$ cat src/rtl/opsum_glb_if.sv
// Opsum stream (valid/ready) and GLB write port bundle.
// The master modport is the write-back engine; slave is the PE array / GLB side.
interface opsum_glb_if #(
  parameter int DATA_W = 32,
  parameter int ADDR_W = 16
);
  logic                     opsum_valid;
  logic                     opsum_ready;
  logic signed [DATA_W-1:0] opsum_data;
  logic                     glb_we;
  logic [3:0]               glb_bwe;
  logic [ADDR_W-1:0]        glb_addr;
  logic [DATA_W-1:0]        glb_wdata;
  logic                     glb_stall;

  modport master (
    input  opsum_valid, opsum_data, glb_stall,
    output opsum_ready, glb_we, glb_bwe, glb_addr, glb_wdata
  );

  modport slave (
    output opsum_valid, opsum_data, glb_stall,
    input  opsum_ready, glb_we, glb_bwe, glb_addr, glb_wdata
  );
endinterface

$ cat src/rtl/opsum_glb_writer.sv
// Drains the PE-array opsum stream into GLB as consecutive little-endian words,
// with a single pending-write register absorbing GLB back-pressure.
module opsum_glb_writer #(
  parameter int DATA_W = 32,
  parameter int ADDR_W = 16,
  parameter int CNT_W  = 16
) (
  input  logic              clk,
  input  logic              rst,
  input  logic              start,
  input  logic [ADDR_W-1:0] base_addr,
  input  logic [CNT_W-1:0]  num_words,
  input  logic              relu_en,
  opsum_glb_if.master       bus,
  output logic              busy,
  output logic              done
);

  typedef enum logic [1:0] {IDLE, RUN, DONE} state_t;

  state_t            state, state_nxt;
  logic [ADDR_W-1:0] base_r;
  logic [CNT_W-1:0]  num_r;
  logic              relu_r;
  logic [CNT_W-1:0]  idx;
  logic [CNT_W-1:0]  acc_cnt;

  logic              vld_p1;
  logic [ADDR_W-1:0] addr_p1;
  logic [DATA_W-1:0] wdata_p1;

  logic              launch;
  logic              write_accept;
  logic              can_take;
  logic              accept;
  logic              last_write;

  function automatic logic [DATA_W-1:0] relu_clamp(
    input logic signed [DATA_W-1:0] d,
    input logic                     en
  );
    return (en && d[DATA_W-1]) ? '0 : d;
  endfunction

  assign launch       = start && (state != RUN);
  assign write_accept = vld_p1 && !bus.glb_stall;
  assign can_take     = (state == RUN) && (acc_cnt < num_r);
  // A held write frees the pending slot in the same cycle it is accepted.
  assign bus.opsum_ready = can_take && (!vld_p1 || write_accept);
  assign accept       = bus.opsum_valid && bus.opsum_ready;
  assign last_write   = write_accept && (idx == num_r - 1'b1);

  always_ff @(posedge clk) begin
    if (rst) state <= IDLE;
    else     state <= state_nxt;
  end

  always_comb begin
    state_nxt = state;
    busy      = 1'b0;
    done      = 1'b0;
    case (state)
      IDLE, DONE: begin
        done = (state == DONE);
        if (launch) state_nxt = (num_words == '0) ? DONE : RUN;
      end
      RUN: begin
        busy = 1'b1;
        if (last_write) state_nxt = DONE;
      end
      default: state_nxt = IDLE;
    endcase
  end

  // p0 -> p1: accepted opsum becomes the pending GLB write
  always_ff @(posedge clk) begin
    if (rst) begin
      base_r   <= '0;
      num_r    <= '0;
      relu_r   <= 1'b0;
      idx      <= '0;
      acc_cnt  <= '0;
      vld_p1   <= 1'b0;
      addr_p1  <= '0;
      wdata_p1 <= '0;
    end else if (launch) begin
      base_r  <= base_addr & ~(ADDR_W'(3));
      num_r   <= num_words;
      relu_r  <= relu_en;
      idx     <= '0;
      acc_cnt <= '0;
    end else begin
      if (write_accept) idx <= idx + 1'b1;
      if (accept) begin
        acc_cnt  <= acc_cnt + 1'b1;
        vld_p1   <= 1'b1;
        addr_p1  <= base_r + ADDR_W'({acc_cnt, 2'b00});
        wdata_p1 <= relu_clamp(bus.opsum_data, relu_r);
      end else if (write_accept) begin
        vld_p1 <= 1'b0;
      end
    end
  end

  // p1: GLB write port
  assign bus.glb_we    = vld_p1;
  assign bus.glb_bwe   = vld_p1 ? 4'hF : 4'h0;
  assign bus.glb_addr  = addr_p1;
  assign bus.glb_wdata = wdata_p1;

endmodule

$ cat src/flat_wrapper.sv
// flat-port wrapper written by rule: the top's interface ports become plain ports
module opsum_glb_writer_flat 
#(
  parameter int DATA_W = 32,
  parameter int ADDR_W = 16,
  parameter int CNT_W  = 16
)
  (clk, rst, start, base_addr, num_words, relu_en, busy, done, bus_opsum_valid, bus_opsum_data, bus_glb_stall, bus_opsum_ready, bus_glb_we, bus_glb_bwe, bus_glb_addr, bus_glb_wdata);
  opsum_glb_if #(.DATA_W(DATA_W), .ADDR_W(ADDR_W)) bus_i ();
  input  logic clk;
  input  logic rst;
  input  logic start;
  input  logic [ADDR_W-1:0] base_addr;
  input  logic [CNT_W-1:0] num_words;
  input  logic relu_en;
  output logic busy;
  output logic done;
  input wire logic [$bits(bus_i.opsum_valid)-1:0] bus_opsum_valid;
  input wire logic [$bits(bus_i.opsum_data)-1:0] bus_opsum_data;
  input wire logic [$bits(bus_i.glb_stall)-1:0] bus_glb_stall;
  output wire logic [$bits(bus_i.opsum_ready)-1:0] bus_opsum_ready;
  output wire logic [$bits(bus_i.glb_we)-1:0] bus_glb_we;
  output wire logic [$bits(bus_i.glb_bwe)-1:0] bus_glb_bwe;
  output wire logic [$bits(bus_i.glb_addr)-1:0] bus_glb_addr;
  output wire logic [$bits(bus_i.glb_wdata)-1:0] bus_glb_wdata;
  assign bus_i.opsum_valid = bus_opsum_valid;
  assign bus_i.opsum_data = bus_opsum_data;
  assign bus_i.glb_stall = bus_glb_stall;
  assign bus_opsum_ready = bus_i.opsum_ready;
  assign bus_glb_we = bus_i.glb_we;
  assign bus_glb_bwe = bus_i.glb_bwe;
  assign bus_glb_addr = bus_i.glb_addr;
  assign bus_glb_wdata = bus_i.glb_wdata;
  opsum_glb_writer #(.DATA_W(DATA_W), .ADDR_W(ADDR_W), .CNT_W(CNT_W)) u_core (.clk(clk), .rst(rst), .start(start), .base_addr(base_addr), .num_words(num_words), .relu_en(relu_en), .bus(bus_i), .busy(busy), .done(done));
endmodule
$ cat config.mk
export PLATFORM = sky130hd
export DESIGN_NAME = opsum_glb_writer_flat
export DESIGN_NICKNAME = d
export VERILOG_FILES = /design/src/rtl/opsum_glb_if.sv /design/src/rtl/opsum_glb_writer.sv /design/src/flat_wrapper.sv
export SDC_FILE = /design/constraint.sdc
export NUM_CORES = 1
export LEC_CHECK = 0
export ABC_AREA = 1
export CAP_MARGIN = 30
export CORE_MARGIN = 2
export CORE_UTILIZATION = 49
export CTS_BUF_LIST = sky130_fd_sc_hd__clkbuf_8
export CTS_CLUSTER_DIAMETER = 80
export DETAILED_ROUTE_END_ITERATION = 8
export PLACE_DENSITY = 0.83
export SLEW_MARGIN = 20
export SYNTH_ARGS = -nofsm -noshare
export SYNTH_HDL_FRONTEND = slang
export SYNTH_SLANG_ARGS = --single-unit
$ cat constraint.sdc
create_clock -name clk -period 2 [get_ports clk]
set_clock_uncertainty 0.05 [all_clocks]
set_input_delay 0.4 -clock clk [delete_from_list [all_inputs] [get_ports clk]]
set_output_delay 0.4 -clock clk [all_outputs]
set_load 0.02 [all_outputs]
==> flow_metrics.env <==
export IMPL_fin_crit_ns=2.50
export IMPL_path_cells="buf_4 > inv_1 > fa_1 > o31ai_2 > a21oi_1 > o21bai_1 > xor2_1 > o21ai_0 > nor2_1"
export IMPL_diodes=0
export IMPL_core_area_sq_mm=0.0127
export IMPL_antenna_left=0
export IMPL_dpl_hpwl_microns=13200
export IMPL_utilization=0.754
export IMPL_drive_gt1_frac=0.261
export IMPL_drt_pre_antenna_iters=7
export IMPL_synth_edf_count=0
export IMPL_crit_slowest_cell="fa_1"
export IMPL_cts_sinks=112
export IMPL_die_h_microns=118
export IMPL_slowest_delay_ns=0.46
export IMPL_grtUsageTotal=0.260
export IMPL_ir_worst_vdd_uv=317
export IMPL_synthArstFlopShare=0
export IMPL_path_delay_family="compound AO/OA/AOI/OAI gates"
export IMPL_ios=126
export IMPL_cts_buffers=9
export IMPL_slew_violations=0
export IMPL_hold_path_depth=5
export IMPL_cts_hold_buf=0
export IMPL_dpl_instance_area_sq_mm=0.00831
export IMPL_syn2layout_area_growth_pct=50.2
export IMPL_switchingPower_w=0.00190
export IMPL_core_rowCount=41
export IMPL_synth_top_flop_cell="dfxtp_1"
export IMPL_vias_per_cell=5.70
export IMPL_drt_wirelength_per_cell_microns=17.3
export IMPL_cp_num_cells=9
export IMPL_ys_seq_area_frac=0.352
export IMPL_cp_max_fo=5
export IMPL_arrival_ns=2.81
export IMPL_grt_pass1_vias=6438
export IMPL_timing_fmax_mhz=400
export IMPL_finalCritPeriodShare=1.25
export IMPL_fillCellCount=834
export IMPL_start_util=0.502
export IMPL_drt_iter0_drc=1117
export IMPL_power_internal_w=0.00378
export IMPL_layout_common_cells="nor2_1, nand2_1, clkdlybuf4s50_1"
export IMPL_setup_worst_path_start_class="flop"
export IMPL_fin_nets=1253
export IMPL_switching_share=0.334
export IMPL_cellPowerDensity_mw_per_mm2=594
export IMPL_reg2reg_depth=9
export IMPL_pwr_share_clk=0.254
export IMPL_synthCells=941
export IMPL_status="complete, but fails checks"
export IMPL_finalHoldViolCount=0
export IMPL_path_buf_inv=2
export IMPL_htreeDepth=3
export IMPL_portBuffers=121
export IMPL_cts_reportedPaths_clkPinSlew_ns=0.11
export IMPL_p_leak_nw=4.15
export IMPL_p_comb_frac=0.312
export IMPL_syn_cell_area_sq_mm=0.00636
export IMPL_grt_pass1_wl_microns=29700
export IMPL_critPathCaptureType="flop"
export IMPL_ys_warn_count=0
export IMPL_setup_viol=65
export IMPL_grt_max_degree=78
export IMPL_vias=7558
export IMPL_syn_avg_cell_area_sq_um=6.76
export IMPL_remaining_drc_errors=0
export IMPL_fp_dieW_microns=118
export IMPL_final_area_sq_mm=0.00956
export IMPL_die_area_sq_mm=0.0139
export IMPL_synthDistinctLibCells=40
export IMPL_relSlewSlack=0.590
export IMPL_clock_path_buffers=2
export IMPL_seqPwrFrac=0.434
export IMPL_worstMarginPinSlew_ns=0.615
export IMPL_rsz0062_at_grt="true"
export IMPL_crit_type="reg2reg"
export IMPL_antenna_found_initial=0
export IMPL_min_path_type="in2reg"
export IMPL_maxCapViolations=0
export IMPL_worst_slack_ns=-0.500
export IMPL_grt_overflow_total=0
export IMPL_final_common_cell="nor2_1"
export IMPL_drt_total_wl_microns=23000
export IMPL_worstPathRequired_ns=2.31
export IMPL_insertion_delay_ns=0.41
export IMPL_cts_root_buf="clkbuf_8"
export IMPL_cts_tree="built"
export IMPL_place_congestion=0.933
export IMPL_violations="setup timing"
export IMPL_synth_seq_cells=112
per-layer routing:
layer,vias up,share of wire,track usage
li1,3440,-,-
met1,3456,0.37,0.335
met2,496,0.48,0.439
met3,166,0.094,0.0344
met4,0,0.053,0.105
met5,-,0,0
stage by stage:
step	worst slack [ns]	hold slack [ns]	power, W	TNS, ns	std cells
after detailed placement	-0.508	0.421	0.00387	-26.90	1283
after floorplan	-0.0390	0.409	0.00325	-0.0390	942
after global routing	-0.509	0.402	0.00590	-27.69	1326
after global placement	-0.438	0.411	0.00383	-19.96	1283
final	-0.500	0.402	0.00568	-23.49	1326
after CTS	-0.412	0.444	0.00527	-16.94	1298
synth_stat cells (all sizes together), types with 3 or more instances:
cell / number / area share
nand4: 22 / 0.023
o21ai: 82 / 0.065
nor2: 206 / 0.13
xor2: 24 / 0.033
clkbuf: 20 / 0.012
dfxtp: 112 / 0.35
inv: 102 / 0.060
o21bai: 4 / 0.0047
a211oi: 3 / 0.0055
nand3: 45 / 0.039
buf: 18 / 0.018
nor3: 12 / 0.014
nor4: 6 / 0.0059
or2: 3 / 0.0030
ha: 31 / 0.061
a21oi: 69 / 0.054
nand2: 160 / 0.095
xnor2: 14 / 0.019
tightest hold or removal path: cells and delay by family:
family	cells	cell delay [ns]
buffers and inverters	2	0.25
AND/OR/NAND/NOR	2	0.11
AO/OA/AOI/OAI	1	0.05
power by group through the flow:
stage	clock network [W]	registers [W]	logic, W
2_1_floorplan	0	0.00257	0.000681
3_3_place_gp	0	0.00248	0.00135
3_5_place_dp	0	0.00249	0.00139
4_1_cts	0.00142	0.00244	0.00141
5_1_grt	0.00152	0.00248	0.00190
6_report	0.00144	0.00246	0.00177
sequential cells by signal (all words and copies together), names as in the netlist:
name / count
u_core.bus.glb_wdata: 32
u_core.acc_cnt: 16
u_core.idx: 16
u_core.num_r: 16
u_core.base_r: 14
u_core.bus.glb_addr: 14
u_core.state: 2
u_core.bus.glb_we: 1
u_core.relu_r: 1
logic make-up (layout without fill, tap and decap cells):
logic type / count (synthesis) / after routing / synth area share
simple gates: 456 / 456 / 0.308
compound gates: 161 / 161 / 0.132
buf+inv: 141 / 353 / 0.0905
flops: 112 / 112 / 0.352
xor+xnor: 38 / 38 / 0.0523
fa+ha+maj: 32 / 32 / 0.0641
other cells: 1 / 2 / 0.000589
final cells by class:
| type | instances | area [sq um] | share of cell area |
|---|---|---|---|
| timing repair buffer | 236 | 2360 | 0.247 |
| tap | 172 | 215 | 0.0225 |
| multi-input combinational | 689 | 4130 | 0.432 |
| clock buffer | 10 | 138 | 0.0144 |
| sequential | 112 | 2260 | 0.237 |
| inverter | 103 | 399 | 0.0418 |
| clock inverter | 4 | 53.8 | 0.00563 |
worst paths after layout:
check,startpoint,to,slack (ns)
setup / recovery,u_core.acc_cnt[1]$_SDFFE_PP0P_,u_core.bus.glb_addr[12]$_SDFFE_PP0P_,-0.50
hold / removal,bus_glb_stall,u_core.idx[0]$_SDFFE_PP0P_,0.40
setup reg to reg,u_core.acc_cnt[1]$_SDFFE_PP0P_,u_core.bus.glb_addr[12]$_SDFFE_PP0P_,-0.50
hold reg to reg,u_core.bus.glb_addr[8]$_SDFFE_PP0P_,u_core.bus.glb_addr[8]$_SDFFE_PP0P_,0.44
what timing repair did:
item                       4_1_cts  5_1_grt
pin swaps                        8       36
buffers inserted                 1       17
setup endpoints to repair       73       71
gates cloned                     0       11
gates resized for setup         32      184
Power figures use the tool's default switching activity.
